## src/rtl/vga_timing_pkg.sv

```systemverilog
`default_nettype none
// ============================================================================
// Module      : vga_timing_pkg
// Description : Default 640x480@60 timing constants, the coordinate type and
//               helpers that derive totals and sync window edges from the
//               four per-axis segment lengths.
// Revision    : 1.0 - initial release
// ============================================================================
package vga_timing_pkg;

    // Horizontal segments in pixels, vertical segments in lines
    localparam int c_H_ACTIVE = 640;
    localparam int c_H_FP     = 16;
    localparam int c_H_SYNC   = 96;
    localparam int c_H_BP     = 48;
    localparam int c_V_ACTIVE = 480;
    localparam int c_V_FP     = 10;
    localparam int c_V_SYNC   = 2;
    localparam int c_V_BP     = 33;

    // Coordinate counters are 10 bits wide
    localparam int c_CNT_W   = 10;
    localparam int c_CNT_MAX = 1 << c_CNT_W;

    typedef logic [c_CNT_W-1:0] coord_t;

    // Positions in one period: active + front porch + sync + back porch
    function automatic int axis_total(input int active, input int fp,
                                      input int sync, input int bp);
        return active + fp + sync + bp;
    endfunction

    // First coordinate at which sync is asserted
    function automatic int sync_start(input int active, input int fp);
        return active + fp;
    endfunction

    // First coordinate after the sync pulse (exclusive end)
    function automatic int sync_end(input int active, input int fp, input int sync);
        return active + fp + sync;
    endfunction

endpackage
`default_nettype wire

```

## src/rtl/vga_timing_gen_if.sv

```systemverilog
`default_nettype none
// ============================================================================
// Module      : vga_timing_gen_if
// Description : Timing bus between the pixel-timing generator and the GPU
//               character pipeline.
//               pix_en          pixel-slot enable (consumer -> generator)
//               x, y            pixel coordinates
//               h_sync, v_sync  sync pulses, configured polarity
//               active          visible-area qualifier
//               blanking_start  one-slot pulse at x=0 of the first blank line
//               frame           8-bit frame counter
// Revision    : 1.0 - initial release
// ============================================================================
interface vga_timing_gen_if;
    import vga_timing_pkg::*;

    logic       pix_en;
    coord_t     x;
    coord_t     y;
    logic       h_sync;
    logic       v_sync;
    logic       active;
    logic       blanking_start;
    logic [7:0] frame;

    // Generator side
    modport master (
        input  pix_en,
        output x, y, h_sync, v_sync, active, blanking_start, frame
    );

    // Consumer side
    modport slave (
        output pix_en,
        input  x, y, h_sync, v_sync, active, blanking_start, frame
    );

endinterface
`default_nettype wire

```

## src/rtl/vga_timing_gen_wrap_counter.sv

```systemverilog
`default_nettype none
// ============================================================================
// Module      : wrap_counter
// Description : Modulo-MODULUS up-counter.
//               clk, rst   clock, asynchronous active-high reset
//               en         advance enable
//               count      registered count, 0..MODULUS-1
//               count_nxt  value count takes at the next edge
//               wrap       count is at MODULUS-1 (wraps on next enabled edge)
// Revision    : 1.0 - initial release
// ============================================================================
module wrap_counter #(
    parameter int MODULUS = 800,
    parameter int WIDTH   = 10
) (
    input  wire logic             clk,
    input  wire logic             rst,
    input  wire logic             en,
    output logic [WIDTH-1:0]      count,
    output logic [WIDTH-1:0]      count_nxt,
    output logic                  wrap
);

    localparam logic [WIDTH-1:0] c_LAST = WIDTH'(MODULUS - 1);

    logic [WIDTH-1:0] r_count;

    // The next value is exported so the parent can register decodes that
    // line up with the count on the same cycle.
    always_comb begin
        wrap      = (r_count == c_LAST);
        count_nxt = r_count;
        if (en) begin
            count_nxt = wrap ? '0 : r_count + 1'b1;
        end
    end

    always_ff @(posedge clk or posedge rst) begin
        if (rst) begin
            r_count <= '0;
        end else begin
            r_count <= count_nxt;
        end
    end

    assign count = r_count;

endmodule
`default_nettype wire

```

## src/rtl/vga_timing_gen.sv

```systemverilog
`default_nettype none
// ============================================================================
// Module      : vga_timing_gen
// Description : Pixel-timing generator for the text-mode GPU. Produces pixel
//               coordinates, sync pulses, the active-video qualifier, a
//               start-of-vertical-blanking pulse and a frame counter.
//               clk   pixel clock (vgaClk)
//               rst   asynchronous active-high reset
//               vif   timing bus (master): pix_en in; x, y, h_sync, v_sync,
//                     active, blanking_start, frame out
// Revision    : 1.0 - initial release
// ============================================================================
module vga_timing_gen
    import vga_timing_pkg::*;
#(
    parameter int H_ACTIVE   = c_H_ACTIVE,
    parameter int H_FP       = c_H_FP,
    parameter int H_SYNC     = c_H_SYNC,
    parameter int H_BP       = c_H_BP,
    parameter int V_ACTIVE   = c_V_ACTIVE,
    parameter int V_FP       = c_V_FP,
    parameter int V_SYNC     = c_V_SYNC,
    parameter int V_BP       = c_V_BP,
    parameter bit H_SYNC_POL = 1'b0,
    parameter bit V_SYNC_POL = 1'b0
) (
    input  wire logic        clk,
    input  wire logic        rst,
    vga_timing_gen_if.master vif
);

    localparam int c_H_TOTAL = axis_total(H_ACTIVE, H_FP, H_SYNC, H_BP);
    localparam int c_V_TOTAL = axis_total(V_ACTIVE, V_FP, V_SYNC, V_BP);

    // Decode thresholds are 11 bits so an exclusive end of 1024 still fits
    localparam logic [10:0] c_HA       = 11'(H_ACTIVE);
    localparam logic [10:0] c_VA       = 11'(V_ACTIVE);
    localparam logic [10:0] c_HS_START = 11'(sync_start(H_ACTIVE, H_FP));
    localparam logic [10:0] c_HS_END   = 11'(sync_end(H_ACTIVE, H_FP, H_SYNC));
    localparam logic [10:0] c_VS_START = 11'(sync_start(V_ACTIVE, V_FP));
    localparam logic [10:0] c_VS_END   = 11'(sync_end(V_ACTIVE, V_FP, V_SYNC));

    generate
        if (c_H_TOTAL > c_CNT_MAX || c_V_TOTAL > c_CNT_MAX) begin : g_bad_timing
            $error("vga_timing_gen: H_TOTAL/V_TOTAL exceed 10-bit counter range");
        end
    endgenerate

    coord_t     w_x;
    coord_t     w_x_nxt;
    coord_t     w_y;
    coord_t     w_y_nxt;
    logic       w_h_wrap;
    logic       w_v_wrap;
    logic       w_v_en;
    logic [10:0] w_xe;
    logic [10:0] w_ye;

    logic       r_h_sync;
    logic       r_v_sync;
    logic       r_active;
    logic       r_blanking_start;
    logic [7:0] r_frame;

    assign w_v_en = vif.pix_en & w_h_wrap;

    wrap_counter #(
        .MODULUS (c_H_TOTAL),
        .WIDTH   (c_CNT_W)
    ) u_h_cnt (
        .clk       (clk),
        .rst       (rst),
        .en        (vif.pix_en),
        .count     (w_x),
        .count_nxt (w_x_nxt),
        .wrap      (w_h_wrap)
    );

    wrap_counter #(
        .MODULUS (c_V_TOTAL),
        .WIDTH   (c_CNT_W)
    ) u_v_cnt (
        .clk       (clk),
        .rst       (rst),
        .en        (w_v_en),
        .count     (w_y),
        .count_nxt (w_y_nxt),
        .wrap      (w_v_wrap)
    );

    // Decodes look at the counters' next values, so after the edge each
    // registered flag describes the coordinate registered on the same edge.
    assign w_xe = {1'b0, w_x_nxt};
    assign w_ye = {1'b0, w_y_nxt};

    always_ff @(posedge clk or posedge rst) begin
        if (rst) begin
            r_h_sync         <= ~H_SYNC_POL;
            r_v_sync         <= ~V_SYNC_POL;
            r_active         <= 1'b1;
            r_blanking_start <= 1'b0;
            r_frame          <= 8'd0;
        end else if (vif.pix_en) begin
            r_h_sync         <= (w_xe >= c_HS_START && w_xe < c_HS_END) ? H_SYNC_POL : ~H_SYNC_POL;
            r_v_sync         <= (w_ye >= c_VS_START && w_ye < c_VS_END) ? V_SYNC_POL : ~V_SYNC_POL;
            r_active         <= (w_xe < c_HA) && (w_ye < c_VA);
            r_blanking_start <= (w_x_nxt == '0) && (w_ye == c_VA);
            if (w_h_wrap && w_v_wrap) begin
                r_frame <= r_frame + 8'd1;
            end
        end
    end

    assign vif.x              = w_x;
    assign vif.y              = w_y;
    assign vif.h_sync         = r_h_sync;
    assign vif.v_sync         = r_v_sync;
    assign vif.active         = r_active;
    assign vif.blanking_start = r_blanking_start;
    assign vif.frame          = r_frame;

endmodule
`default_nettype wire
```

## src/flat_wrapper.sv

```systemverilog
// flat-port wrapper written by rule: the top's interface ports become plain ports
module vga_timing_gen_flat import vga_timing_pkg::*;
#(
    parameter int H_ACTIVE   = c_H_ACTIVE,
    parameter int H_FP       = c_H_FP,
    parameter int H_SYNC     = c_H_SYNC,
    parameter int H_BP       = c_H_BP,
    parameter int V_ACTIVE   = c_V_ACTIVE,
    parameter int V_FP       = c_V_FP,
    parameter int V_SYNC     = c_V_SYNC,
    parameter int V_BP       = c_V_BP,
    parameter bit H_SYNC_POL = 1'b0,
    parameter bit V_SYNC_POL = 1'b0
)
  (clk, rst, vif_pix_en, vif_x, vif_y, vif_h_sync, vif_v_sync, vif_active, vif_blanking_start, vif_frame);
  vga_timing_gen_if vif_i ();
  input  wire logic clk;
  input  wire logic rst;
  input wire logic [$bits(vif_i.pix_en)-1:0] vif_pix_en;
  output wire logic [$bits(vif_i.x)-1:0] vif_x;
  output wire logic [$bits(vif_i.y)-1:0] vif_y;
  output wire logic [$bits(vif_i.h_sync)-1:0] vif_h_sync;
  output wire logic [$bits(vif_i.v_sync)-1:0] vif_v_sync;
  output wire logic [$bits(vif_i.active)-1:0] vif_active;
  output wire logic [$bits(vif_i.blanking_start)-1:0] vif_blanking_start;
  output wire logic [$bits(vif_i.frame)-1:0] vif_frame;
  assign vif_i.pix_en = vif_pix_en;
  assign vif_x = vif_i.x;
  assign vif_y = vif_i.y;
  assign vif_h_sync = vif_i.h_sync;
  assign vif_v_sync = vif_i.v_sync;
  assign vif_active = vif_i.active;
  assign vif_blanking_start = vif_i.blanking_start;
  assign vif_frame = vif_i.frame;
  vga_timing_gen #(.H_ACTIVE(H_ACTIVE), .H_FP(H_FP), .H_SYNC(H_SYNC), .H_BP(H_BP), .V_ACTIVE(V_ACTIVE), .V_FP(V_FP), .V_SYNC(V_SYNC), .V_BP(V_BP), .H_SYNC_POL(H_SYNC_POL), .V_SYNC_POL(V_SYNC_POL)) u_core (.clk(clk), .rst(rst), .vif(vif_i));
endmodule
```

## config.mk

```make
export PLATFORM = sky130hd
export DESIGN_NAME = vga_timing_gen_flat
export DESIGN_NICKNAME = d
export VERILOG_FILES = /design/src/rtl/vga_timing_pkg.sv /design/src/rtl/vga_timing_gen_if.sv /design/src/rtl/vga_timing_gen_wrap_counter.sv /design/src/rtl/vga_timing_gen.sv /design/src/flat_wrapper.sv
export SDC_FILE = /design/constraint.sdc
export NUM_CORES = 1
export LEC_CHECK = 0
export ABC_CLOCK_PERIOD_IN_PS = 4400
export BUFFER_PORTS_ARGS = -buffer_cell sky130_fd_sc_hd__buf_2
export CORE_MARGIN = 2
export CORE_UTILIZATION = 35
export CTS_CLUSTER_SIZE = 40
export DETAILED_ROUTE_END_ITERATION = 8
export PLACE_DENSITY = 0.62
export SLEW_MARGIN = 20
export SYNTH_ARGS = -nofsm -noshare
export SYNTH_HDL_FRONTEND = slang
export SYNTH_SLANG_ARGS = --single-unit
```

## constraint.sdc

```tcl
create_clock -name clk -period 4.4 [get_ports clk]
set_input_delay 0.22 -clock clk [delete_from_list [all_inputs] [get_ports clk]]
set_output_delay 0.22 -clock clk [all_outputs]
set_load 0.02 [all_outputs]
```

==> flow_summary.ini <==
[layout]
num-fill-cells = 529
multi_input_area_um2 = 985
most_frequent_cells_in_the_layout = 34 x buf_2, 29 x dfrtp_1, 18 x nand2_1
syn_to_final_growth_pct = 16.6
design.final.nets = 239
sequential_cell_area_um2 = 805
n_antenna_cell = 0
final_layout_size_suffix_gt1_share_pct = 21.9
final_common_cell = buf_2

[sta]
fmax_ghz = 0.299
final_period_demand_of_the_worst_path_ns = 3.34
setup-violations-final = 0
setup_total_negative_slack_ns = 0
finClkSkew_ns = 0.0116
tightest_slew_ns = 0.906
timing.final.hold_violations = 3
slew-limit-headroom_pct = 39.0
holdWs_ns = -0.000964
rsz_0062_raised_after_global_routing = no
timing_max_transition_violations_final = 0
fin_crit_sh_pct = 76.0

[drt]
avgRoutedWirePerCell_um = 14.0
remaining_drc_errors = 0
vias = 1601
via_per_inst = 5.28
dr.first_iter.drc_count = 167
final_antenna_net_count = 0
drt_pre_antenna_iters = 4
drt-total-wl_um = 4230

[clock_tree]
post-cts-setup-buffer-count = 0
max-clock-path-buffers = 2
htree_num_levels = 2
cts_tree = yes
clockRootBuffer = clkbuf_8
post_cts_hold_buffer_count = 0
cts_num_sinks = 32
numCtsBuffers = 5
cts_resized = 0
clk_latency_ns = 0.29
clk_pin_slew_worst_paths_ns = 0.08

[worst_setup_path]
timing.critical_path.slowest_stage_cell = or4b_1
timing.critical_path.to_type = flip-flop
path_cells = ha_1 > or4b_1 > or3_1 > a2111oi_4 > o22ai_1 > or4_4 > o32ai_2
cp_max_fo = 8
arrival_ns = 3.53
critical_path_class = flip-flop to flip-flop
cp.buffers_inverters = 0
cpLargestDelayFamily = simple AND/OR/NAND/NOR gates
crit_path_start_kind = flip-flop
timing.critical_path.slowest_cell_delay_ns = 0.60
worst-endpoint-required_ns = 4.59

[grt]
via_count_of_the_first_global_routing_pass = 1438
grt_overflow_total = 0
grt_pass1_wl_um = 7120
grt_start_max_net_pins = 33
track_usage_pct = 14.9
grt_antenna_before_repair = 0

[synth]
synth_edf_count = 0
syn_warnings = 0
synth_area_um2 = 1890
syn_avg_cell_area_um2 = 9.45
synthesis.nets = 207
synth_top_flop_cell = dfrtp_1
ys_seq_elements = 32
post_synth_inst_count = 200
synth_cell_type_count = 47
synth_sequential_area_ratio_pct = 42.6
async_flop_share_pct = 100

[place]
routabilityCongestion = 0.848
dp_hpwl_um = 3030
port_buffers = 34

[power_and_ir_drop]
power.leakage_uw = 0.000989
switchingPower_uw = 428
switching_share_of_power_pct = 39.9
finalPower_uw = 1070
power.combinational.fraction_pct = 32.9
p_per_area_nw_per_um2 = 487
cell_internal_pwr_uw = 644
power.share.sequential_pct = 40.7
p_clk_share_pct = 26.4
worst_ir_drop_on_vdd_mv = 0.193

[floorplanning]
floorplan.die_area_um2 = 6000
num_io_pins = 35
site_row_count = 26
start_util_pct = 36.5
area_inside_the_core_boundary_um2 = 5170
die_x_um = 77.5
die_height_um = 77.5

[run_status]
violations_in_the_final_reports = negative hold slack
status = complete, but fails checks

[worst_hold_path]
holdCritPathClass = input port to async pin

[flow_run]
timing.max_cap.violations = 0
-- synth_stat cells, types with 2 or more instances --
master | instances | share of area (%)
a21oi_1 | 6 | 1.6
and3_1 | 3 | 0.99
buf_6 | 3 | 1.8
clkbuf_1 | 6 | 1.2
dfrtp_1 | 29 | 38
dfstp_2 | 3 | 4.2
ha_1 | 4 | 2.6
inv_1 | 9 | 1.8
mux2i_1 | 2 | 1.1
nand2_1 | 18 | 3.6
nand2b_1 | 4 | 1.3
nand3_1 | 12 | 3.2
nand4_1 | 9 | 3.0
nand4b_1 | 4 | 1.9
nor2_1 | 12 | 2.4
nor3_1 | 7 | 1.9
nor4_1 | 3 | 0.99
o211ai_1 | 2 | 0.79
o21ai_0 | 10 | 2.6
o31ai_1 | 6 | 2.4
or3_1 | 3 | 0.99
or4_1 | 2 | 0.79
xnor2_1 | 13 | 6.0
xor2_1 | 7 | 3.2
-- tightest hold or removal path: cells and delay by family --
family	cells	cell delay (ns)
buffers and inverters	3	0.49
-- final timing paths --
path                       cells after the start                     from  slack [ns]                   endpoint
max                                            7  u_core.u_h_cnt.count[0]        1.06  u_core.vif.blanking_start
min                                            3                      rst      -0.001    u_core.u_v_cnt.count[2]
max reg2reg                                    7  u_core.u_h_cnt.count[0]        1.06  u_core.vif.blanking_start
min reg2reg                                    1      u_core.vif.frame[4]        0.48        u_core.vif.frame[4]
max in group asynchronous                      3                      rst        4.07          u_core.vif.h_sync
min in group clk                               3               vif_pix_en        0.32          u_core.vif.h_sync
-- cell families (layout without fill, tap and decap cells) --
logic type               count (synthesis)  after routing  share of synthesized area, %
buffers and inverters                   20             53                          5.30
XOR/XNOR                                20             20                          9.27
flip-flops                              32             32                          42.6
adder cells (fa/ha/maj)                  4              4                          2.65
multiplexers                             3              3                          1.66
AND/OR/NAND/NOR                         84             84                          23.9
AO/OA/AOI/OAI                           37             37                          14.6
-- sequential cells by signal, summed over array words and instances, names as in the netlist --
| register | cells |
|---|---|
| u_core.u_h_cnt.count | 10 |
| u_core.vif.frame | 8 |
| u_core.vif.v_sync | 1 |
| u_core.vif.active | 1 |
| u_core.u_v_cnt.count | 10 |
| u_core.vif.h_sync | 1 |
| u_core.vif.blanking_start | 1 |
-- stage by stage --
step                cell area, µm²  instances  setup WS, ns  util [%]  hold WS [ns]
floorplan                     1890        200          1.17         -         0.334
detailed placement            2100        295          1.09      40.5         0.330
finish                        2200        303          1.06      42.6     -0.000964
global placement              2100        295          1.20      40.5         0.327
CTS                           2200        303          1.06      42.6        0.0116
global route                  2200        303         0.841      42.6        0.0470
-- metal layers --
layer  routed length (µm)  global-route usage [%]
met2                 1910                    22.2
met4                   81                    6.43
met1                 2070                    20.7
met5                    0                       0
met3                  180                    3.37
-- power by group through the flow --
stage,logic (µW),clock network (µW),registers [µW]
after floorplan,257,0,451
after global placement,353,0,437
after detailed placement,353,0,441
after CTS,355,288,436
after global routing,396,303,451
final,353,283,436
-- final cells by class --
type | instances | area share (%)
well taps | 70 | 3.98
clock inverters | 2 | 1.59
multi-input cells | 148 | 44.7
flip-flops and latches | 32 | 36.5
repair buffers | 36 | 8.40
inverters | 9 | 1.53
clock buffers | 6 | 3.29
Power figures use the tool's default switching activity.
